===== src/rtl/fsm_flow_ctrl_n_pkg.sv =====
// rtl/fsm_flow_ctrl_n_pkg.sv - shared state encoding and widths for the flow-control FSM
// Package fsm_flow_pkg: state codes (3-bit) seen on oState and the error counter width.
package fsm_flow_pkg;

  typedef enum logic [2:0] {
    ST_RESET  = 3'd0,
    ST_INIT   = 3'd1,
    ST_IDLE   = 3'd2,
    ST_ACTIVE = 3'd3,
    ST_PAUSE  = 3'd4,
    ST_ERROR  = 3'd5
  } state_e;

  localparam int ERR_CNT_W = 8;

endpackage


===== src/rtl/fsm_flow_ctrl_n_if.sv =====
// rtl/fsm_flow_ctrl_n_if.sv - status/control bundle between FIFO bank, flow FSM and arbiter
// Optional macro FSM_ERR_RECOVER_EN adds oErrCnt.
// master: environment side (drives sInit/sEmpty/sFull/sPause/sContinue/sThresh*, reads o*)
// slave : flow FSM side (reads s*, drives oState/oThresh*/oPauseMask/oErrChan/oIdle/oError)
interface fsm_flow_ctrl_n_if
  import fsm_flow_pkg::*;
#(
  parameter int N_CH = 4,
  parameter int TW   = 4
);
  logic            sInit;
  logic [N_CH-1:0] sEmpty;
  logic [N_CH-1:0] sFull;
  logic [N_CH-1:0] sPause;
  logic [N_CH-1:0] sContinue;
  logic [TW-1:0]   sThreshLow;
  logic [TW-1:0]   sThreshHigh;
  logic [2:0]      oState;
  logic [TW-1:0]   oThreshLow;
  logic [TW-1:0]   oThreshHigh;
  logic [N_CH-1:0] oPauseMask;
  logic [N_CH-1:0] oErrChan;
  logic            oIdle;
  logic            oError;
`ifdef FSM_ERR_RECOVER_EN
  logic [ERR_CNT_W-1:0] oErrCnt;

  modport master (
    output sInit, sEmpty, sFull, sPause, sContinue, sThreshLow, sThreshHigh,
    input  oState, oThreshLow, oThreshHigh, oPauseMask, oErrChan, oIdle, oError, oErrCnt
  );
  modport slave (
    input  sInit, sEmpty, sFull, sPause, sContinue, sThreshLow, sThreshHigh,
    output oState, oThreshLow, oThreshHigh, oPauseMask, oErrChan, oIdle, oError, oErrCnt
  );
`else
  modport master (
    output sInit, sEmpty, sFull, sPause, sContinue, sThreshLow, sThreshHigh,
    input  oState, oThreshLow, oThreshHigh, oPauseMask, oErrChan, oIdle, oError
  );
  modport slave (
    input  sInit, sEmpty, sFull, sPause, sContinue, sThreshLow, sThreshHigh,
    output oState, oThreshLow, oThreshHigh, oPauseMask, oErrChan, oIdle, oError
  );
`endif
endinterface


===== src/rtl/fsm_flow_ctrl_n_pause_tracker.sv =====
// rtl/fsm_flow_ctrl_n_pause_tracker.sv - per-channel pause mask register
// Ports: clk, rst_n (async active-low), state/next_state (FSM), pause/cont (per-channel
// requests), pause_mask (registered mask), any_paused (new mask would be non-zero).
module fsm_pause_tracker
  import fsm_flow_pkg::*;
#(
  parameter int N_CH = 4
) (
  input  logic            clk,
  input  logic            rst_n,
  input  state_e          state,
  input  state_e          next_state,
  input  logic [N_CH-1:0] pause,
  input  logic [N_CH-1:0] cont,
  output logic [N_CH-1:0] pause_mask,
  output logic            any_paused
);

  logic [N_CH-1:0] nm;

  // In PAUSE the held mask accumulates new requests; a resume on a bit wins over a pause.
  always_comb begin
    nm = pause & ~cont;
    if (state == ST_PAUSE) begin
      nm = (pause_mask | pause) & ~cont;
    end
  end

  assign any_paused = |nm;

  // Only PAUSE holds a non-zero mask; every other destination clears it.
  always_ff @(posedge clk or negedge rst_n) begin
    if (!rst_n) begin
      pause_mask <= '0;
    end else if (next_state == ST_PAUSE) begin
      pause_mask <= nm;
    end else begin
      pause_mask <= '0;
    end
  end

endmodule


===== src/rtl/fsm_flow_ctrl_n.sv =====
// rtl/fsm_flow_ctrl_n.sv - N-channel FIFO flow-control FSM with watermark latch and error capture
// Optional macro FSM_ERR_RECOVER_EN: ERROR exits to INIT on sInit and oErrCnt counts entries.
// Ports: CLK (rising edge), sReset (async active-low), bus (fsm_flow_ctrl_n_if.slave):
// status/requests in, registered state, thresholds, pause mask, error mask and flags out.
module fsm_flow_ctrl_n
  import fsm_flow_pkg::*;
#(
  parameter int N_CH     = 4,
  parameter int TW       = 4,
  parameter int LOW_DEF  = 1,
  parameter int HIGH_DEF = 14
) (
  input logic          CLK,
  input logic          sReset,
  fsm_flow_ctrl_n_if.slave bus
);

  state_e          state, next_state;
  logic            any_paused;
  logic [TW-1:0]   thresh_low, thresh_high;
  logic [N_CH-1:0] err_chan;
  logic            idle_q, error_q;
  logic            any_full;
  logic            all_empty;

  assign any_full  = |bus.sFull;
  assign all_empty = &bus.sEmpty;

  fsm_pause_tracker #(.N_CH(N_CH)) u_pause (
    .clk        (CLK),
    .rst_n      (sReset),
    .state      (state),
    .next_state (next_state),
    .pause      (bus.sPause),
    .cont       (bus.sContinue),
    .pause_mask (bus.oPauseMask),
    .any_paused (any_paused)
  );

  always_ff @(posedge CLK or negedge sReset) begin
    if (!sReset) begin
      state <= ST_RESET;
    end else begin
      state <= next_state;
    end
  end

  always_comb begin
    next_state = state;
    case (state)
      ST_RESET:  next_state = ST_INIT;
      ST_INIT:   if (!bus.sInit) next_state = ST_IDLE;
      ST_IDLE: begin
        if (any_full)        next_state = ST_ERROR;
        else if (bus.sInit)  next_state = ST_INIT;
        else if (!all_empty) next_state = ST_ACTIVE;
      end
      ST_ACTIVE: begin
        if (any_full)        next_state = ST_ERROR;
        else if (bus.sInit)  next_state = ST_INIT;
        else if (any_paused) next_state = ST_PAUSE;
        else if (all_empty)  next_state = ST_IDLE;
      end
      ST_PAUSE: begin
        if (any_full)         next_state = ST_ERROR;
        else if (bus.sInit)   next_state = ST_INIT;
        else if (!any_paused) next_state = ST_ACTIVE;
      end
      ST_ERROR: begin
`ifdef FSM_ERR_RECOVER_EN
        if (bus.sInit) next_state = ST_INIT;
`endif
      end
      default:   next_state = ST_RESET;
    endcase
  end

  // Thresholds only load as a consistent pair; an inverted pair is dropped.
  always_ff @(posedge CLK or negedge sReset) begin
    if (!sReset) begin
      thresh_low  <= TW'(LOW_DEF);
      thresh_high <= TW'(HIGH_DEF);
    end else if (state == ST_INIT && !(bus.sThreshLow > bus.sThreshHigh)) begin
      thresh_low  <= bus.sThreshLow;
      thresh_high <= bus.sThreshHigh;
    end
  end

  // Error mask is a snapshot of the entry edge only.
  always_ff @(posedge CLK or negedge sReset) begin
    if (!sReset) begin
      err_chan <= '0;
    end else if (next_state == ST_ERROR && state != ST_ERROR) begin
      err_chan <= bus.sFull;
    end else if (state == ST_ERROR && next_state == ST_INIT) begin
      err_chan <= '0;
    end
  end

  always_ff @(posedge CLK or negedge sReset) begin
    if (!sReset) begin
      idle_q  <= 1'b0;
      error_q <= 1'b0;
    end else begin
      idle_q  <= (next_state == ST_IDLE);
      error_q <= (next_state == ST_ERROR);
    end
  end

`ifdef FSM_ERR_RECOVER_EN
  logic [ERR_CNT_W-1:0] err_cnt;

  always_ff @(posedge CLK or negedge sReset) begin
    if (!sReset) begin
      err_cnt <= '0;
    end else if (next_state == ST_ERROR && state != ST_ERROR && err_cnt != '1) begin
      err_cnt <= err_cnt + 1'b1;
    end
  end

  assign bus.oErrCnt = err_cnt;
`endif

  assign bus.oState      = state;
  assign bus.oThreshLow  = thresh_low;
  assign bus.oThreshHigh = thresh_high;
  assign bus.oErrChan    = err_chan;
  assign bus.oIdle       = idle_q;
  assign bus.oError      = error_q;

endmodule


===== src/flat_wrapper.sv =====
// flat-port wrapper written by rule: the top's interface ports become plain ports
module fsm_flow_ctrl_n_flat import fsm_flow_pkg::*;
#(
  parameter int N_CH     = 4,
  parameter int TW       = 4,
  parameter int LOW_DEF  = 1,
  parameter int HIGH_DEF = 14
)
  (CLK, sReset, bus_sInit, bus_sEmpty, bus_sFull, bus_sPause, bus_sContinue, bus_sThreshLow, bus_sThreshHigh, bus_oState, bus_oThreshLow, bus_oThreshHigh, bus_oPauseMask, bus_oErrChan, bus_oIdle, bus_oError);
  fsm_flow_ctrl_n_if #(.N_CH(N_CH), .TW(TW)) bus_i ();
  input logic CLK;
  input logic sReset;
  input wire logic [$bits(bus_i.sInit)-1:0] bus_sInit;
  input wire logic [$bits(bus_i.sEmpty)-1:0] bus_sEmpty;
  input wire logic [$bits(bus_i.sFull)-1:0] bus_sFull;
  input wire logic [$bits(bus_i.sPause)-1:0] bus_sPause;
  input wire logic [$bits(bus_i.sContinue)-1:0] bus_sContinue;
  input wire logic [$bits(bus_i.sThreshLow)-1:0] bus_sThreshLow;
  input wire logic [$bits(bus_i.sThreshHigh)-1:0] bus_sThreshHigh;
  output wire logic [$bits(bus_i.oState)-1:0] bus_oState;
  output wire logic [$bits(bus_i.oThreshLow)-1:0] bus_oThreshLow;
  output wire logic [$bits(bus_i.oThreshHigh)-1:0] bus_oThreshHigh;
  output wire logic [$bits(bus_i.oPauseMask)-1:0] bus_oPauseMask;
  output wire logic [$bits(bus_i.oErrChan)-1:0] bus_oErrChan;
  output wire logic [$bits(bus_i.oIdle)-1:0] bus_oIdle;
  output wire logic [$bits(bus_i.oError)-1:0] bus_oError;
  assign bus_i.sInit = bus_sInit;
  assign bus_i.sEmpty = bus_sEmpty;
  assign bus_i.sFull = bus_sFull;
  assign bus_i.sPause = bus_sPause;
  assign bus_i.sContinue = bus_sContinue;
  assign bus_i.sThreshLow = bus_sThreshLow;
  assign bus_i.sThreshHigh = bus_sThreshHigh;
  assign bus_oState = bus_i.oState;
  assign bus_oThreshLow = bus_i.oThreshLow;
  assign bus_oThreshHigh = bus_i.oThreshHigh;
  assign bus_oPauseMask = bus_i.oPauseMask;
  assign bus_oErrChan = bus_i.oErrChan;
  assign bus_oIdle = bus_i.oIdle;
  assign bus_oError = bus_i.oError;
  fsm_flow_ctrl_n #(.N_CH(N_CH), .TW(TW), .LOW_DEF(LOW_DEF), .HIGH_DEF(HIGH_DEF)) u_core (.CLK(CLK), .sReset(sReset), .bus(bus_i));
endmodule

===== config.mk =====
export PLATFORM = sky130hd
export DESIGN_NAME = fsm_flow_ctrl_n_flat
export DESIGN_NICKNAME = d
export VERILOG_FILES = /design/src/rtl/fsm_flow_ctrl_n_pkg.sv /design/src/rtl/fsm_flow_ctrl_n_if.sv /design/src/rtl/fsm_flow_ctrl_n_pause_tracker.sv /design/src/rtl/fsm_flow_ctrl_n.sv /design/src/flat_wrapper.sv
export SDC_FILE = /design/constraint.sdc
export NUM_CORES = 1
export LEC_CHECK = 0
export CAP_MARGIN = 20
export CORE_MARGIN = 4
export CORE_UTILIZATION = 41
export CTS_CLUSTER_SIZE = 16
export DETAILED_ROUTE_END_ITERATION = 8
export GPL_ROUTABILITY_DRIVEN = 0
export PLACE_DENSITY = 0.78
export SLEW_MARGIN = 0
export SYNTH_ARGS = -nofsm -noshare
export SYNTH_HDL_FRONTEND = slang
export SYNTH_HIERARCHICAL = 1
export SYNTH_SLANG_ARGS = --single-unit

===== constraint.sdc =====
create_clock -name CLK -period 2.6 [get_ports CLK]
set_input_delay 0.26 -clock CLK [delete_from_list [all_inputs] [get_ports CLK]]
set_output_delay 0.26 -clock CLK [all_outputs]
set_load 0.02 [all_outputs]

==> After elaboration in Yosys (flattened, before gate mapping) <==
Cells that the tools add are included.
{ "word_totals": {"out_inout_bits": 21, "inputBits": 27, "elab_cells": 47, "register_bits": 21} }
{ "op_classes": {"magnitude_cmp": 1, "eq_ne": 10, "n_mux": 16, "reduce_logical": 9, "bitwise_logic": 4} }
{ "op_table": {"columns": ["operator", "n"], "rows": [
  ["$mux 3", 11],
  ["$pmux 3 s6", 1],
  ["$mux 4", 4],
  ["$eq 3x3->1 const B", 4],
  ["$eq 3x2->1 const B", 3],
  ["$and 4x4->4", 2],
  ["$reduce_or 4->1", 2],
  ["$eq 3x1->1 const B", 2],
  ["$gt 4x4->1", 1],
  ["$not 4->4", 1],
  ["$or 4x4->4", 1],
  ["$reduce_and 4->1", 1],
  ["$logic_and 1x1->1", 3],
  ["$logic_not 3->1", 1],
  ["$ne 3x3->1 const B", 1],
  ["$reduce_bool 2->1", 1],
  ["$logic_not 1->1", 1]
]} }

==> Longest topological paths before layout <==
Gate-level depths: netlist of run 1.
{ "logic_depth": {"ltp_word": 12, "depth_mapped": 10, "mapped_depth_nobuf": 10} }

==> By module <==
Netlist of run 1, hierarchy kept.
{ "modules_own_cells": {"columns": ["mod", "n_inst", "seq_area_each_um2", "area_each_um2", "cells_each"], "rows": [
  ["fsm_flow_ctrl_n", 1, 430.4, 894.6, 73],
  ["fsm_pause_tracker", 1, 100.1, 224.0, 19]
]} }

==> Worst setup path before layout of run 1 <==
No wires, ideal clock.
{ "synth_timing": {"kind": "register to register", "startpoint": "register u_core.state[2], in the netlist u_core/bus.oState[2]", "endpoint": "register u_core.u_pause.pause_mask[0]", "n_path_buf": 0, "setup_time_ps": 119, "path_stages_with_launch": 11, "arrival_ps": 2085, "slack_ps": 395, "period_less_slack_ps": 2205, "t_required_ps": 2481, "cell_sequence": "dfrtp_1 > and4bb_2 > o21bai_2 > nand4_1 > a32o_1 > a21boi_2 > a21boi_1 > a21o_1 > nor2_1 > nand2_1 > nor2_1"} }
{ "synth_between": {"elab_chain_cells": 9, "elab_cells_between_ends": 22, "classes_between": "eq/ne (6); mux (14); reduce/logical (2)"} }
{ "synth_lines": {"columns": ["item", "line", "rtl"], "rows": [
  ["start: declaration", "fsm_flow_ctrl_n.sv:18", "state_e state, next_state;"],
  ["start signal: assignment", "fsm_flow_ctrl_n.sv:44", "state <= next_state;"],
  ["$eq 3x3->1 *", "fsm_flow_ctrl_n_pause_tracker.sv:24", "if (state == ST_PAUSE) begin"],
  ["$mux 4 *", "fsm_flow_ctrl_n_pause_tracker.sv:24", null],
  ["$reduce_or 4->1 *", "fsm_flow_ctrl_n_pause_tracker.sv:29", "assign any_paused = |nm;"],
  ["via u_core.any_paused", "fsm_flow_ctrl_n.sv:19", "logic any_paused;"],
  ["$mux 3 (on tied branches)", "fsm_flow_ctrl_n.sv:67, fsm_flow_ctrl_n.sv:61", null],
  ["$mux 3 (on tied branches)", "fsm_flow_ctrl_n.sv:66, fsm_flow_ctrl_n.sv:60", null],
  ["$mux 3 (on tied branches)", "fsm_flow_ctrl_n.sv:65, fsm_flow_ctrl_n.sv:59", null],
  ["$pmux 3 s6 *", "fsm_flow_ctrl_n.sv:50", "case (state)"],
  ["via u_core.next_state[0]", "fsm_flow_ctrl_n.sv:18", null],
  ["$eq 3x3->1 *", "fsm_flow_ctrl_n_pause_tracker.sv:35", "end else if (next_state == ST_PAUSE) begin"],
  ["$mux 4 *", "fsm_flow_ctrl_n_pause_tracker.sv:35", null],
  ["end signal: assignment", "fsm_flow_ctrl_n_pause_tracker.sv:36", "pause_mask <= nm;"],
  ["end: declaration", "fsm_flow_ctrl_n_pause_tracker.sv:15", "output logic [N_CH-1:0] pause_mask,"]
]} }
The timed path passes the listed nets; every way through them passes the cells marked *.
A chain may end at the register's enable or synchronous reset.

==> Final worst setup path of run 1 <==
{ "layout_timing": {"startpoint": "register u_core.state[2], in the netlist u_core/bus.oState[2]", "endpoint": "register u_core.u_pause.pause_mask[1]"} }
Same word-level chain as after synthesis.

==> flow_summary.json, run 1 <==
{
  "outcome": "finished clean",
  "worstMarginPinSlew_ns": 0.286,
  "skew_ns": 0.00460,
  "slowest_delay_ns": 0.51,
  "crit_type": "reg -> reg",
  "grt_pass1_wl_mm": 4.42,
  "start_kind": "flop",
  "drive_above_1_share": 0.228,
  "hp-class": "in -> async",
  "setup_viol": 0,
  "ys_warn_count": 6,
  "ios": 48,
  "cts_tree": "done",
  "ys_seq_area_frac": 0.474,
  "max-slew-margin-rel": 0.808,
  "first_pass_iters": 4,
  "cp_max_fo": 12,
  "power_density_nw_per_um2": 1030,
  "regToRegSetupSlack_ns": 0.19,
  "vias": 936,
  "clockBufferDepth": 2,
  "r2r_end": "u_core/u_pause/pause_mask[1]",
  "syn_to_final_growth_pct": 49.3,
  "fmax_ghz": 0.415,
  "period_needed_ns": 2.41,
  "drt_iter0_drc": 18,
  "post_drt_wl_per_cell_um": 15.4,
  "core_area_sq_um": 2540,
  "slew_viol_final": 0,
  "required_ns": 2.81,
  "synthCells": 92,
  "met3_wirelength_um": 144,
  "postSynthAreaPerCell_sq_um": 12.2,
  "grt_pass1_vias": 981,
  "wl_met1_mm": 1.10,
  "root_buffer": "clkbuf_4",
  "critPathSlowestCell": "dfrtp_2",
  "holdBufCountCts": 0,
  "h-tree-depth": 1,
  "cp-end-kind": "flop",
  "start_util": 0.440,
  "cp-endpoint": "u_core/u_pause/pause_mask[1]",
  "cts.sinks": 21,
  "overflow": 0,
  "synth.net_count": 123,
  "clock_latency_ns": 0.31,
  "hold_slack_ns": 0.281,
  "place_area_sq_um": 1640,
  "synth_area_sq_um": 1120,
  "hold_viol_final": 0,
  "place.detailed.hpwl_mm": 2.17,
  "final_cell_mix": "clkdlybuf4s50_1 (47), dfrtp_1 (15), nor2_1 (8), mux2_2 (8), inv_1 (6)",
  "ant_nets": 0,
  "drc": 0,
  "grt_use_total": 0.163,
  "finalWirelength_mm": 2.70,
  "die_x_um": 60.2,
  "die_h_um": 60.2,
  "cts_resized": 0,
  "p_leak_nw": 0.692,
  "post_cts.repair.setup_buffers": 0,
  "path_clk_slew_ns": 0.13,
  "cts_made_buffers": 3,
  "cp_common_cell": "nor2_1",
  "met2WireLength_mm": 1.44,
  "ys_seq_elements": 21,
  "antenna_found_initial": 0,
  "crit_chain": "and4bb_2 -> o21bai_2 -> nand4_1 -> a32o_1 -> a21boi_2 -> a21boi_1 -> a21o_1 -> nor2_1 -> nand2_1 -> nor2_1",
  "ff2ff_path_depth": 10,
  "arrival_ns": 2.62,
  "final_common_cell": "clkdlybuf4s50_1",
  "highest_layer": "met4",
  "diodes": 0,
  "grt_max_degree": 22,
  "nets": 177,
  "crit_path_start": "u_core/bus.oState[2]",
  "irDropWorstVdd_uv": 652,
  "drv_cap": 0,
  "synth.distinct_cells": 34,
  "fin_crit_sh": 0.927,
  "rows": 18,
  "port_buffers": 47,
  "design_area_sq_um": 1670,
  "reg2reg_from": "u_core/bus.oState[2]",
  "dieArea_sq_um": 3630,
  "vias_per_cell": 5.35
}
-- final cells by class --
type / instances / area, sq um
Multi-Input combinational cell: 64 / 554
Clock inverter: 1 / 7.51
Sequential cell: 21 / 533
Inverter: 6 / 22.5
Fill cell: 204 / 875
Clock buffer: 3 / 22.5
Tap cell: 30 / 37.5
Timing Repair Buffer: 50 / 493
-- per-stage QoR --
| step | setup TNS (ns) | total power [mW] | setup slack [ns] | utilization | std cells |
|---|---|---|---|---|---|
| 6_report | 0 | 1.73 | 0.190 | 0.656 | 175 |
| 5_1_grt | -0.0297 | 1.84 | -0.0128 | 0.656 | 175 |
| 4_1_cts | 0 | 1.74 | 0.147 | 0.655 | 175 |
| 3_5_place_dp | 0 | 1.57 | 0.187 | 0.644 | 171 |
| 3_3_place_gp | 0 | 1.54 | 0.280 | 0.644 | 171 |
| 2_1_floorplan | 0 | 1.15 | 0.395 | - | 92 |
-- where the power goes --
| group | total (mW) | switching, mW | internal, mW |
|---|---|---|---|
| Sequential | 0.598 | 0.108 | 0.490 |
| Clock | 0.166 | 0.108 | 0.0585 |
| Combinational | 0.963 | 0.455 | 0.507 |
| Total | 1.73 | 0.671 | 1.06 |
-- worst min-delay path by stage --
stage | start | depth (start not counted) | to
floorplan | sReset | 0 | u_core/bus.oErrChan[0]
CTS | sReset | 2 | u_core/bus.oErrChan[0]
global placement | u_core/bus.oErrChan[3] | 1 | u_core/bus.oErrChan[3]
global route | sReset | 2 | u_core/bus.oErrChan[0]
finish | sReset | 2 | u_core/u_pause/pause_mask[3]
detailed placement | u_core/bus.oErrChan[1] | 1 | u_core/bus.oErrChan[1]
-- synthesized netlist by cell type --
| library cell | n | area, sq um |
|---|---|---|
| dfrtp_1 | 17 | 425 |
| mux2_2 | 8 | 90.1 |
| nor2_1 | 8 | 30.0 |
| inv_1 | 6 | 22.5 |
| a21oi_1 | 4 | 20.0 |
| dfstp_2 | 4 | 105 |
| ha_1 | 4 | 50.1 |
| mux2_1 | 4 | 45.0 |
| o21bai_2 | 4 | 45.0 |
| and4bb_1 | 3 | 37.5 |
| nand2_1 | 3 | 11.3 |
| nand2b_1 | 2 | 12.5 |
| nand4_1 | 2 | 12.5 |
| nor2b_1 | 2 | 12.5 |
| o21ai_0 | 2 | 10.0 |
| a21boi_1 | 1 | 7.51 |
| a21boi_2 | 1 | 11.3 |
| a21o_1 | 1 | 7.51 |
| a21oi_2 | 1 | 8.76 |
| a311oi_1 | 1 | 8.76 |
| a32o_1 | 1 | 10.0 |
| and4_1 | 1 | 8.76 |
| and4bb_2 | 1 | 12.5 |
| buf_6 | 1 | 11.3 |
| maj3_1 | 1 | 10.0 |
| nand3_1 | 1 | 5.00 |
| nor2_4 | 1 | 11.3 |
| nor4_2 | 1 | 12.5 |
| o21ai_1 | 1 | 5.00 |
| o22a_2 | 1 | 10.0 |
| o22ai_4 | 1 | 20.0 |
| or3_4 | 1 | 11.3 |
| or3b_1 | 1 | 8.76 |
| xnor2_1 | 1 | 8.76 |
-- registers in the layout, indices dropped and copies added (netlist names) --
register	cells
u_core/bus.oErrChan	4
u_core/bus.oState	3
u_core/bus.oThreshLow	4
u_core/bus.oError	1
u_core/bus.oThreshHigh	4
u_core/bus.oIdle	1
u_core/u_pause/pause_mask	4
-- worst max-delay path: cells and delay by family, from the launching register on --
kind             cells  cell delay (ns)
AO/OA/AOI/OAI        5             1.08
AND/OR/NAND/NOR      5             0.73
flip-flops           1             0.51
-- logic make-up after synthesis --
family	after synthesis	synth area share
xor gates and xnor gates	1	0.00783
DFF	21	0.474
adders and majority gates	5	0.0537
AOI/OAI and AO/OA	19	0.147
and+or+nand+nor	27	0.167
buffers and inverters	7	0.0302
muxes	12	0.121
-- layer usage --
metal	track usage	vias up
met4	0.0506	0
met3	0.0259	2
met1	0.212	468
met2	0.273	25
li1	-	441
met5	0	-
Note: power is estimated with default switching activity, not from simulation.
==> run 2, diff against run 1 <==
SKIP_CTS_REPAIR_TIMING = 1   (was unset)
==> results of run 2 <==
No change in the layout: final DEF, timing and power equal those of run 1.
==> RTL change 1, RTL diff (config.mk and constraints of run 2) <==
`TW` is set to 4 in 3 places; all go to 8.
--- a/src/rtl/fsm_flow_ctrl_n_if.sv
+++ b/src/rtl/fsm_flow_ctrl_n_if.sv
@@ -7,5 +7,5 @@
 #(
   parameter int N_CH = 4,
-  parameter int TW   = 4
+  parameter int TW   = 8
 );
   logic            sInit;
--- a/src/rtl/fsm_flow_ctrl_n.sv
+++ b/src/rtl/fsm_flow_ctrl_n.sv
@@ -7,5 +7,5 @@
 #(
   parameter int N_CH     = 4,
-  parameter int TW       = 4,
+  parameter int TW       = 8,
   parameter int LOW_DEF  = 1,
   parameter int HIGH_DEF = 14
--- a/src/flat_wrapper.sv
+++ b/src/flat_wrapper.sv
@@ -3,5 +3,5 @@
 #(
   parameter int N_CH     = 4,
-  parameter int TW       = 4,
+  parameter int TW       = 8,
   parameter int LOW_DEF  = 1,
   parameter int HIGH_DEF = 14
Ports: changed (resized bus_oThreshHigh, bus_oThreshLow, bus_sThreshHigh and bus_sThreshLow); port bits go from 48 to 64. No check against the original RTL was run, so the function may have changed too.
==> RTL change 1 against run 2 <==
Wire length grew 32%. Core utilization shrank 2.3 points. Sequential power grew 36%. Synthesized area grew 38%. Non-clock buffer count grew 17. Setup slack gained 0.053 ns. Sequential share of layout area shrank 0.41 points. Cell area grew 39%. Combinational power grew 34%. Total power grew 42%. Sequential cell count grew 8. Critical path type unchanged. Highest routed layer unchanged.
==> RTL change 1: results (changes against run 2) <==
| Metric | Value |
|---|---|
| Most area-consuming cells after synthesis | dfrtp_1, mux2_2, dfstp_2 (was dfrtp_1, dfstp_2, mux2_2) |
| Clk. pwr | 0.000344 W (was 0.000166 W) |
| Filler instances | 304 (was 204) |
| Non-clk bufs | 67 (was 50) |
| GRT Resource Usage Total | 0.158 (was 0.163) |
| Final std cells w/o fill | 247 (was 175) |
| Row count | 22 (was 18) |
| Clk_skew | 0.00258 ns (was 0.00460 ns) |
| Placed Instances | 239 (was 171) |
| Final worst-path cycle share | 0.907 (was 0.927) |
| Data buffer area share | 0.285 (was 0.295) |
| Syn nets | 171 (was 123) |
| Vias in the first global route | 1297 (was 981) |
| Register bit total from synthesis | 29 (was 21) |
| Pre-CTS WS | 0.158 ns (was 0.187 ns) |
| Critical Path End | u_core/u_pause/pause_mask[0] (was u_core/u_pause/pause_mask[1]) |
| Worst EP arrival | 2.52 ns (was 2.62 ns) |
| Sequential area share after synthesis | 0.472 (was 0.474) |
| Global routing usage on met2 | 0.255 (was 0.273) |
| Combinational fraction of design power | 0.526 (was 0.557) |
| Synth Instances | 128 (was 92) |
| Met3 WL | 279 um (was 144 um) |
| R2r setup slk | 0.24 ns (was 0.19 ns) |
| Slew headroom | 0.626 (was 0.808) |
| Count of cell types in the netlist | 41 (was 34) |
| CP max FO | 14 (was 12) |
| Final hold slack | 0.346 ns (was 0.281 ns) |
| PortBufs | 63 (was 47) |
| Status | complete, no violations (unchanged) |
| Largest net degree at the start of global routing | 18 (was 22) |
| Via count | 1260 (was 936) |
| DRT met1 WL | 1510 um (was 1100 um) |
## RTL change 1: cell count changes in the layout (fill, tap and decap cells not counted), moves of 5 or more
| cell | before | now |
|---|---|---|
| clkdlybuf4s50_1 | 47 | 63 |
| mux2_2 | 8 | 16 |
| dfrtp_1 | 15 | 25 |
| clkbuf_8 | 0 | 5 |
## RTL change 1: cells by family (layout without fill, tap and decap cells)
| family | Yosys count | after routing | synth area share |
|---|---|---|---|
| AO/OA/AOI/OAI | 25 | 25 | 0.140 |
| AND/OR/NAND/NOR | 34 | 34 | 0.152 |
| buffers and inverters | 14 | 85 | 0.0436 |
| adder cells (fa/ha/maj) | 9 | 9 | 0.0711 |
| flip-flops | 29 | 29 | 0.472 |
| multiplexers | 16 | 16 | 0.116 |
| XOR/XNOR | 1 | 1 | 0.00566 |
==> RTL change 2, RTL diff (settings of run 2) <==
Without the edit above. `HIGH_DEF` is set to 14 in 2 places; all go to 10.
--- a/src/rtl/fsm_flow_ctrl_n.sv
+++ b/src/rtl/fsm_flow_ctrl_n.sv
@@ -9,5 +9,5 @@
   parameter int TW       = 4,
   parameter int LOW_DEF  = 1,
-  parameter int HIGH_DEF = 14
+  parameter int HIGH_DEF = 10
 ) (
   input logic          CLK,
--- a/src/flat_wrapper.sv
+++ b/src/flat_wrapper.sv
@@ -5,5 +5,5 @@
   parameter int TW       = 4,
   parameter int LOW_DEF  = 1,
-  parameter int HIGH_DEF = 14
+  parameter int HIGH_DEF = 10
 )
   (CLK, sReset, bus_sInit, bus_sEmpty, bus_sFull, bus_sPause, bus_sContinue, bus_sThreshLow, bus_sThreshHigh, bus_oState, bus_oThreshLow, bus_oThreshHigh, bus_oPauseMask, bus_oErrChan, bus_oIdle, bus_oError);
Check against the original RTL: not equivalent (Yosys sat finds a counterexample within 4 cycles, from zero or initial values and one cycle with sReset low).
==> RTL change 2 against run 2 <==
Total power down 0.94%. Hold slack gained 0.0084 ns. Sequential share of layout area shrank 0.22 points. Cell area is the same. Setup slack gained 0.015 ns. Synthesized area down 0.11%. Wire length fell by 2.0%. Combinational power is 2.5% higher. Sequential cell count is the same. Largest power group unchanged. Clock skew fell by 0.00066 ns. Cell count increased by 0.57%.
==> RTL change 2: results (changes against run 2) <==
| Metric | Value |
|---|---|
| Top-area cell type share of the netlist area | 0.403 (was 0.380) |
| FFs & Latches | 21 (unchanged) |
| Status | complete, no violations (unchanged) |
| GR Layer Usage met1 | 0.187 (was 0.212) |
| Clock buffer cells | 4 (was 3) |
| DP Wirelength | 2120 um (was 2170 um) |
| CTS clk-pin slew, worst paths | 0.11 ns (was 0.13 ns) |
| Inverters excl. clock | 6 (unchanged) |
| CP max FO | 9 (was 12) |
| Vias per inst | 5.32 (was 5.35) |
| DRT met1 WL | 1060 um (was 1100 um) |
| Via count | 936 (unchanged) |
| Post-Synth Adder-Cell Area | 0.0538 (was 0.0537) |
| Final nets | 178 (was 177) |
| Vias in the first global route | 959 (was 981) |
| P_leak | 0.701 nW (was 0.692 nW) |
| Data buffer area share | 0.300 (was 0.295) |
| Internal power | 0.00106 W (about the same) |
| Placed Instances | 172 (was 171) |
| Met3 track demand over resource | 0.0346 (was 0.0259) |
| First-pass GRT wire length | 4170 um (was 4420 um) |
| Post-synthesis xor/xnor area fraction | 0.00784 (was 0.00783) |
| Share of cells above drive strength 1 | 0.205 (was 0.228) |
| Fraction of area in registers | 0.317 (was 0.319) |
| Met3 WL | 218 um (was 144 um) |
| Clk_skew | 0.00394 ns (was 0.00460 ns) |
| Pre-CTS WS | 0.256 ns (was 0.187 ns) |
| Filler instances | 205 (was 204) |
| GRT Resource Usage Total | 0.156 (was 0.163) |
| Non-clk bufs | 51 (was 50) |
| Compound-cell area share of the yosys netlist | 0.147 (about the same) |
| EDFF count, synth | 0 (unchanged) |
| Clk. pwr | 0.000153 W (was 0.000166 W) |
| Clock network share of area | 0.0157 (was 0.0180) |
| Most area-consuming cells after synthesis | dfrtp_1, mux2_2, dfstp_2 (was dfrtp_1, dfstp_2, mux2_2) |
| DRT iter0 DRCs | 21 (was 18) |
| Commonest cells in the netlist | dfrtp_1, mux2_2, nor2_1 (unchanged) |
| Flop pwr share | 0.333 (was 0.346) |
| Worst-margin pin slew | 0.266 ns (was 0.286 ns) |
| Routed met2 length | 1350 um (was 1440 um) |
| WL/cell | 15.0 um (was 15.4 um) |
| Sequential area share after synthesis | 0.474 (about the same) |
| Multiplexer share of the synthesized area | 0.121 (about the same) |
| Final worst-path cycle share | 0.921 (was 0.927) |
[RTL change 2: cell types whose count changed in the layout (fill, tap and decap cells not counted)]
cell / change
clkbuf_1: +1
dfstp_2: -1
dfrtp_2: -2
dfrtp_1: +3
clkinvlp_4: -1
buf_4: +1
[RTL change 2: worst paths after layout]
kind / end / depth (start not counted) / start
min reg2reg: u_core/bus.oErrChan[3] / 1 / u_core/bus.oErrChan[3]
max: u_core/u_pause/pause_mask[1] / 10 / u_core/bus.oState[0]
max reg2reg: u_core/u_pause/pause_mask[1] / 10 / u_core/bus.oState[0]
min: u_core/bus.oIdle / 2 / sReset
max in group asynchronous: u_core/bus.oThreshLow[0] / 2 / sReset
min in group CLK: u_core/bus.oErrChan[3] / 1 / u_core/bus.oErrChan[3]
[RTL change 2: through the flow]
step | instance area [sq um] | hold slack (ns) | utilization | total power (W)
after floorplan | 1120 | -0.0356 | - | 0.00114
after global placement | 1640 | 0.479 | 0.646 | 0.00154
after detailed placement | 1640 | 0.482 | 0.646 | 0.00157
after CTS | 1670 | 0.291 | 0.656 | 0.00173
after global routing | 1670 | 0.293 | 0.656 | 0.00182
final | 1670 | 0.290 | 0.656 | 0.00171
[RTL change 2: critical path: stages, from the launching register on]
cell      delay, ns
dfrtp_1        0.50
and4bb_2       0.28
o21bai_2       0.14
nand4_1        0.21
a32o_1         0.32
a21boi_2       0.22
a21boi_1       0.25
a21o_1         0.13
nor2_1         0.04
nand2_1        0.14
nor2_1         0.07
[RTL change 2: cell families (layout without fill, tap and decap cells)]
kind of cell / count (synthesis) / count (layout)
AO/OA/AOI/OAI: 19 / 19
multiplexers: 12 / 12
AND/OR/NAND/NOR: 27 / 27
XOR/XNOR: 1 / 1
buffers and inverters: 7 / 61
adder cells (fa/ha/maj): 5 / 5
flip-flops: 21 / 21
